$ cat config.mk
export PLATFORM = sky130hd
export DESIGN_NAME = matrix_stream_serializer
export DESIGN_NICKNAME = d
export VERILOG_FILES = /design/src/rtl/matrix_stream_pkg.sv /design/src/rtl/matrix_stream_serializer_beat_mux.sv /design/src/rtl/matrix_stream_serializer.sv
export SDC_FILE = /design/constraint.sdc
export NUM_CORES = 1
export LEC_CHECK = 0
export ABC_AREA = 1
export CORE_ASPECT_RATIO = 0.75
export CORE_UTILIZATION = 55
export DETAILED_ROUTE_END_ITERATION = 10
export DONT_BUFFER_PORTS = 1
export PLACE_DENSITY = 0.77
export SLEW_MARGIN = 20
export SYNTH_ARGS = -nofsm -noshare
export SYNTH_HDL_FRONTEND = slang
export SYNTH_SLANG_ARGS = --single-unit
$ cat constraint.sdc
create_clock -name i_clk -period 2 [get_ports i_clk]
set_input_delay 0.2 -clock i_clk [delete_from_list [all_inputs] [get_ports i_clk]]
set_output_delay 0.2 -clock i_clk [all_outputs]
set_load 0.02 [all_outputs]
$ cat src/rtl/matrix_stream_pkg.sv
// ----------------------------------------------------------------------------
// matrix_stream_pkg
// Shared types and sizing helpers for the parallel-matrix to narrow-stream
// path (serializer and its matching deserializer).
//   state_t    : two-state stream controller encoding (IDLE, SEND)
//   num_beats  : number of output beats needed to carry one N x K matrix
//   cnt_width  : width of a beat counter, never less than one bit
// ----------------------------------------------------------------------------
package matrix_stream_pkg;

   typedef enum logic [0:0] {
      IDLE = 1'b0,
      SEND = 1'b1
   } state_t;

   function automatic int num_beats(input int n, input int k, input int beat_size);
      return (n * k) / beat_size;
   endfunction

   function automatic int cnt_width(input int beats);
      return (beats > 32'sd1) ? $clog2(beats) : 32'sd1;
   endfunction

endpackage

$ cat src/rtl/matrix_stream_serializer_beat_mux.sv
// ----------------------------------------------------------------------------
// serializer_beat_mux
// Purely combinational selector: picks the BEAT_SIZE consecutive row-major
// elements starting at element i_count*BEAT_SIZE out of a stored matrix.
// Shared with the matching deserializer, which uses the same indexing.
// Ports:
//   i_matrix : N*K elements of WIDTH bits, element index r*K+c
//   i_count  : beat index
//   o_beat   : BEAT_SIZE elements, o_beat[e] = i_matrix[i_count*BEAT_SIZE+e]
// ----------------------------------------------------------------------------
module serializer_beat_mux #(
   parameter int N         = 2,
   parameter int K         = 2,
   parameter int WIDTH     = 16,
   parameter int BEAT_SIZE = 2,
   parameter int CNT_W     = 1
) (
   input  logic [N*K-1:0][WIDTH-1:0]       i_matrix,
   input  logic [CNT_W-1:0]                i_count,
   output logic [BEAT_SIZE-1:0][WIDTH-1:0] o_beat
);

   // AND-OR selection over constant indices keeps every array index static.
   always_comb begin
      o_beat = '0;
      for (int e = 0; e < BEAT_SIZE; e++) begin
         for (int m = 0; m < N * K; m++) begin
            o_beat[e] = o_beat[e] |
                        ((m == (int'(i_count) * BEAT_SIZE) + e) ? i_matrix[m] : {WIDTH{1'b0}});
         end
      end
   end

endmodule

$ cat src/rtl/matrix_stream_serializer.sv
// ----------------------------------------------------------------------------
// matrix_stream_serializer
// Accepts one complete N x K matrix in parallel (valid/ready) and replays it
// as a row-major stream of BEAT_SIZE elements per beat, flagging the final
// beat with o_out_last. Data passes through unmodified.
//
// Optional build macro: SERIALIZER_PREFETCH_EN
//   Adds a one-matrix holding register so the next matrix can be accepted
//   while the current one is streaming, removing the idle bubble between
//   back-to-back matrices. Without it the block accepts only when idle.
//
// Ports:
//   i_clk, i_rst_n : clock, asynchronous active-low reset
//   i_in_data      : N*K elements of WIDTH bits, row-major (index r*K+c)
//   i_in_valid     : matrix valid
//   o_in_ready     : matrix accepted when i_in_valid && o_in_ready
//   o_out_data     : current beat, BEAT_SIZE elements
//   o_out_valid    : beat valid
//   i_out_ready    : beat accepted when o_out_valid && i_out_ready
//   o_out_last     : high on the final beat of a matrix
// ----------------------------------------------------------------------------
module matrix_stream_serializer
   import matrix_stream_pkg::*;
#(
   parameter int N         = 2,
   parameter int K         = 2,
   parameter int WIDTH     = 16,
   parameter int BEAT_SIZE = 2
) (
   input  logic                            i_clk,
   input  logic                            i_rst_n,
   input  logic [N*K-1:0][WIDTH-1:0]       i_in_data,
   input  logic                            i_in_valid,
   output logic                            o_in_ready,
   output logic [BEAT_SIZE-1:0][WIDTH-1:0] o_out_data,
   output logic                            o_out_valid,
   input  logic                            i_out_ready,
   output logic                            o_out_last
);

   localparam int NUM_BEATS = num_beats(N, K, BEAT_SIZE);
   localparam int CNT_W     = cnt_width(NUM_BEATS);
   localparam logic [CNT_W-1:0] CNT_LAST = CNT_W'(NUM_BEATS - 1);
   localparam logic [CNT_W-1:0] CNT_ONE  = CNT_W'(1);

   generate
      if (((N * K) % BEAT_SIZE) != 0) begin : g_bad_beat_size
         $fatal(1, "matrix_stream_serializer: BEAT_SIZE must divide N*K");
      end
   endgenerate

   state_t                      r_state;
   state_t                      w_state_nxt;
   logic [CNT_W-1:0]            r_count;
   logic [CNT_W-1:0]            w_count_nxt;
   logic [N*K-1:0][WIDTH-1:0]   r_matrix;
   logic [N*K-1:0][WIDTH-1:0]   w_matrix_nxt;
   logic                        w_last;
   logic                        w_in_fire;
   logic                        w_out_fire;

`ifdef SERIALIZER_PREFETCH_EN
   logic [N*K-1:0][WIDTH-1:0]   r_hold;
   logic [N*K-1:0][WIDTH-1:0]   w_hold_nxt;
   logic                        r_hold_full;
   logic                        w_hold_full_nxt;

   // A free holding slot is the only acceptance condition, also while idle.
   assign o_in_ready = !r_hold_full;
`else
   assign o_in_ready = (r_state == IDLE);
`endif

   // Outputs depend only on registered state, never on i_out_ready.
   assign o_out_valid = (r_state == SEND);
   assign w_last      = (r_count == CNT_LAST);
   assign o_out_last  = o_out_valid && w_last;
   assign w_in_fire   = i_in_valid && o_in_ready;
   assign w_out_fire  = o_out_valid && i_out_ready;

   serializer_beat_mux #(
      .N         (N),
      .K         (K),
      .WIDTH     (WIDTH),
      .BEAT_SIZE (BEAT_SIZE),
      .CNT_W     (CNT_W)
   ) u_beat_mux (
      .i_matrix (r_matrix),
      .i_count  (r_count),
      .o_beat   (o_out_data)
   );

   // Next-state, beat counter and matrix/hold register updates.
   always_comb begin
      w_state_nxt  = r_state;
      w_count_nxt  = r_count;
      w_matrix_nxt = r_matrix;
`ifdef SERIALIZER_PREFETCH_EN
      w_hold_nxt      = r_hold;
      w_hold_full_nxt = r_hold_full;
`endif
      case (r_state)
         IDLE: begin
            if (w_in_fire) begin
               w_matrix_nxt = i_in_data;
               w_count_nxt  = '0;
               w_state_nxt  = SEND;
            end else begin
               w_state_nxt = IDLE;
            end
         end
         SEND: begin
`ifdef SERIALIZER_PREFETCH_EN
            if (w_out_fire && w_last) begin
               w_count_nxt = '0;
               // Hold slot first; o_in_ready is low when it is full, so no
               // new matrix can arrive in the same cycle in that case.
               if (r_hold_full) begin
                  w_matrix_nxt    = r_hold;
                  w_hold_full_nxt = 1'b0;
               end else if (w_in_fire) begin
                  w_matrix_nxt = i_in_data;
               end else begin
                  w_state_nxt = IDLE;
               end
            end else begin
               if (w_out_fire) begin
                  w_count_nxt = r_count + CNT_ONE;
               end else begin
                  w_count_nxt = r_count;
               end
               if (w_in_fire) begin
                  w_hold_nxt      = i_in_data;
                  w_hold_full_nxt = 1'b1;
               end else begin
                  w_hold_full_nxt = r_hold_full;
               end
            end
`else
            if (w_out_fire) begin
               if (w_last) begin
                  w_count_nxt = '0;
                  w_state_nxt = IDLE;
               end else begin
                  w_count_nxt = r_count + CNT_ONE;
               end
            end else begin
               w_count_nxt = r_count;
            end
`endif
         end
         default: begin
            w_state_nxt = IDLE;
            w_count_nxt = '0;
         end
      endcase
   end

   // Controller and matrix register; reset abandons any partial stream.
   always_ff @(posedge i_clk or negedge i_rst_n) begin
      if (!i_rst_n) begin
         r_state  <= IDLE;
         r_count  <= '0;
         r_matrix <= '0;
      end else begin
         r_state  <= w_state_nxt;
         r_count  <= w_count_nxt;
         r_matrix <= w_matrix_nxt;
      end
   end

`ifdef SERIALIZER_PREFETCH_EN
   // Prefetch holding register and its occupancy flag.
   always_ff @(posedge i_clk or negedge i_rst_n) begin
      if (!i_rst_n) begin
         r_hold      <= '0;
         r_hold_full <= 1'b0;
      end else begin
         r_hold      <= w_hold_nxt;
         r_hold_full <= w_hold_full_nxt;
      end
   end
`endif

endmodule
==> reports/results.txt <==
Status: complete, no violations
Reg2reg setup slack: 0.42 ns
GP Congestion: 0.7707
Fraction of layout cells with a size suffix above 1: 0.08824
Fmax: 0.5568 GHz
Max-slew violations: 0
Register area share after synthesis: 0.5308
CP max stage cell: o21ai_0
Routing usage on met3: 0.09535
Cell accounting for the most synthesized area: dfrtp_1
Area after DPL: 3062 µm²
Wire per inst: 14.39 µm
DR DRC count: 0
Clock Latency Late Sink: 0.33 ns
Die H: 67.14 µm
Worst Max-Slew Pin Slew: 0.7416 ns
Core area: 5381 µm²
Synth Area in Compound Gates: 0.05468
First DRT Iteration DRCs: 127
I/O pin count: 103
Root buf cell: clkbuf_8
Tot GR Track Use: 0.2398
Die area: 5966 µm²
Largest family of logic cells by synthesized area: simple AND/OR/NAND/NOR gates
Worst Skew: 0.005682 ns
Final WL: 6948 µm
Largest net degree at the start of global routing: 67
DP Wirelength: 4113 µm
Min Hold Slack: 0.01697 ns
Routing usage on met1: 0.2774
Initial Util: 0.5782
Final worst setup slack: 0.2039 ns
Setup repair after global routing missed its margin: no
Rows: 23
Multiplexer share of the synthesized area: 0
CTS tree: done
Yosys reg bits: 66
Worst endpoint required time: 1.80 ns
Final Hold Viols: 0
CP endpoint kind: output pin
Clk buf depth: 2
Avg Cell Area, Syn: 7.938 µm²
Post-route ant nets: 0
GR met2 Demand/Resource: 0.3962
Max-cap viol count: 0
Ant. Diodes: 0
Crit start category: flip-flop
PortBufs: 0
Final setup fails: 0
Maximum vdd drop: 0.0008108 V
DR vias/cell: 5.282
Vias in the first global route: 2411
Initial antenna violation count: 0
Finished layout cell area: 3503 µm²
Crit path cell chain: buf_4 -> o21ai_0
Yosys warning total: 0
XOR/XNOR Fraction of Synth Area: 0
Power Dens Cells: 1654 nW/µm²
Tmin final: 1.796 ns
Reg clk slew, reported paths: 0.07 ns
Fillers: 467
Post-place setup slack: 0.4736 ns
Post-Syn Instances: 392
Drt pass-1 iters: 5
Simple-gate share of the synthesized area: 0.3112
Hold Path Class: input pin to flip-flop
Critical setup path kind: flip-flop to output pin
Mapped Nets: 460
FF/Latch Area: 1653 µm²
Post-layout util: 0.6510
Synth cell types: 14
CP max FO: 35
Tcrit/Tclk final: 0.8980
GRT Max-Usage Layer: met2
Relative slew slack: 0.5003
Area of the multi-input gates: 1139 µm²
Clk sinks: 66
Gr ovfl total: 0
Layout Nets: 471
CP arrival: 1.60 ns
Post-Synth Adder-Cell Area: 0
Leakage: 1.839 nW
Total number of vias: 2551
Syn-to-layout area delta: 12.59%
TNS Setup: 0 ns
CTS buffer count: 9
Mapped cell area: 3112 µm²
Share of the synthesized area in the top cell type: 0.5308
Clock H-tree levels: 3
Largest stage delay on the critical path: 0.64 ns
Synth area leaders: dfrtp_1 (53%), nand2_1 (18%), nand3_1 (10%)
First-pass GRT wire length: 10590 µm
Die Width: 88.86 µm
## per-stage QoR
step,total power (W),instances
2_1_floorplan,0.004315,392
3_3_place_gp,0.004517,445
3_5_place_dp,0.004614,445
4_1_cts,0.005813,481
5_1_grt,0.006272,483
6_report,0.005796,483
## final cells by class
class | count | share of cell area
well taps | 75 | 0.02679
multi-input cells | 263 | 0.3250
clock inverters | 5 | 0.01500
flip-flops and latches | 66 | 0.4718
inverters | 35 | 0.03750
clock buffers | 11 | 0.04321
repair buffers | 28 | 0.08071
## logic make-up (layout without fill, tap and decap cells)
family / count (synthesis) / count (layout)
and+or+nand+nor: 229 / 229
AOI/OAI and AO/OA: 34 / 34
buffers and inverters: 63 / 79
DFF: 66 / 66
## timing repair
action                                 CTS  global route
endpoints found under the hold margin   84             2
hold buffers                            20             2
setup buffers                            0             0
resized for setup                        0             0
## state kept, by name, indices dropped and copies added, names as in the netlist
signal,count
r_matrix,64
o_out_valid,1
r_count,1
## where the power goes
part / switching [W] / leakage [nW] / internal (W)
Combinational: 0.00175 / 0.914 / 0.000596
Sequential: 0.000373 / 0.820 / 0.00196
Clock: 0.000482 / 0.105 / 0.000637
## synthesized netlist by cell type
cell type,n
nand2_1,152
dfrtp_1,66
nand3_1,65
inv_1,34
o21ai_0,33
buf_2,16
nand2_2,11
buf_6,6
clkbuf_1,4
a21oi_1,1
buf_12,1
buf_4,1
inv_2,1
nor2_1,1
## worst max-delay path: cells and delay by family, from the launching register on
| family | cells | cell delay (ns) |
|---|---|---|
| AOI/OAI and AO/OA | 1 | 0.64 |
| buffers and inverters | 1 | 0.23 |
| DFF | 1 | 0.40 |
## final timing paths
kind | from | to | depth (start not counted)
max | r_count | o_out_data[30] | 2
min | i_in_data[53] | r_matrix[53] | 2
max reg2reg | o_out_valid | r_matrix[50] | 4
min reg2reg | r_matrix[48] | r_matrix[48] | 2
max in group asynchronous | i_rst_n | r_matrix[17] | 2
min in group asynchronous | i_rst_n | r_matrix[27] | 2
## metal layers
layer	vias up	routed length, µm
met5	-	0
met4	0	123
met3	12	590
met2	84	3188
met1	1206	3046
li1	1249	-
## layout by cell type (no fill, tap or decap)
cell / n
dlygate4sd3_1: 21
inv_2: 1
clkinvlp_4: 1
dfrtp_1: 65
buf_16: 1
buf_4: 6
bufinv_16: 1
a21oi_1: 1
dfrtp_2: 1
clkinv_2: 3
nand2_2: 11
nand2_1: 152
nand3_1: 65
nor2_1: 1
o21ai_0: 33
inv_1: 34
clkbuf_8: 11
Note: power is estimated with default switching activity, not from simulation.
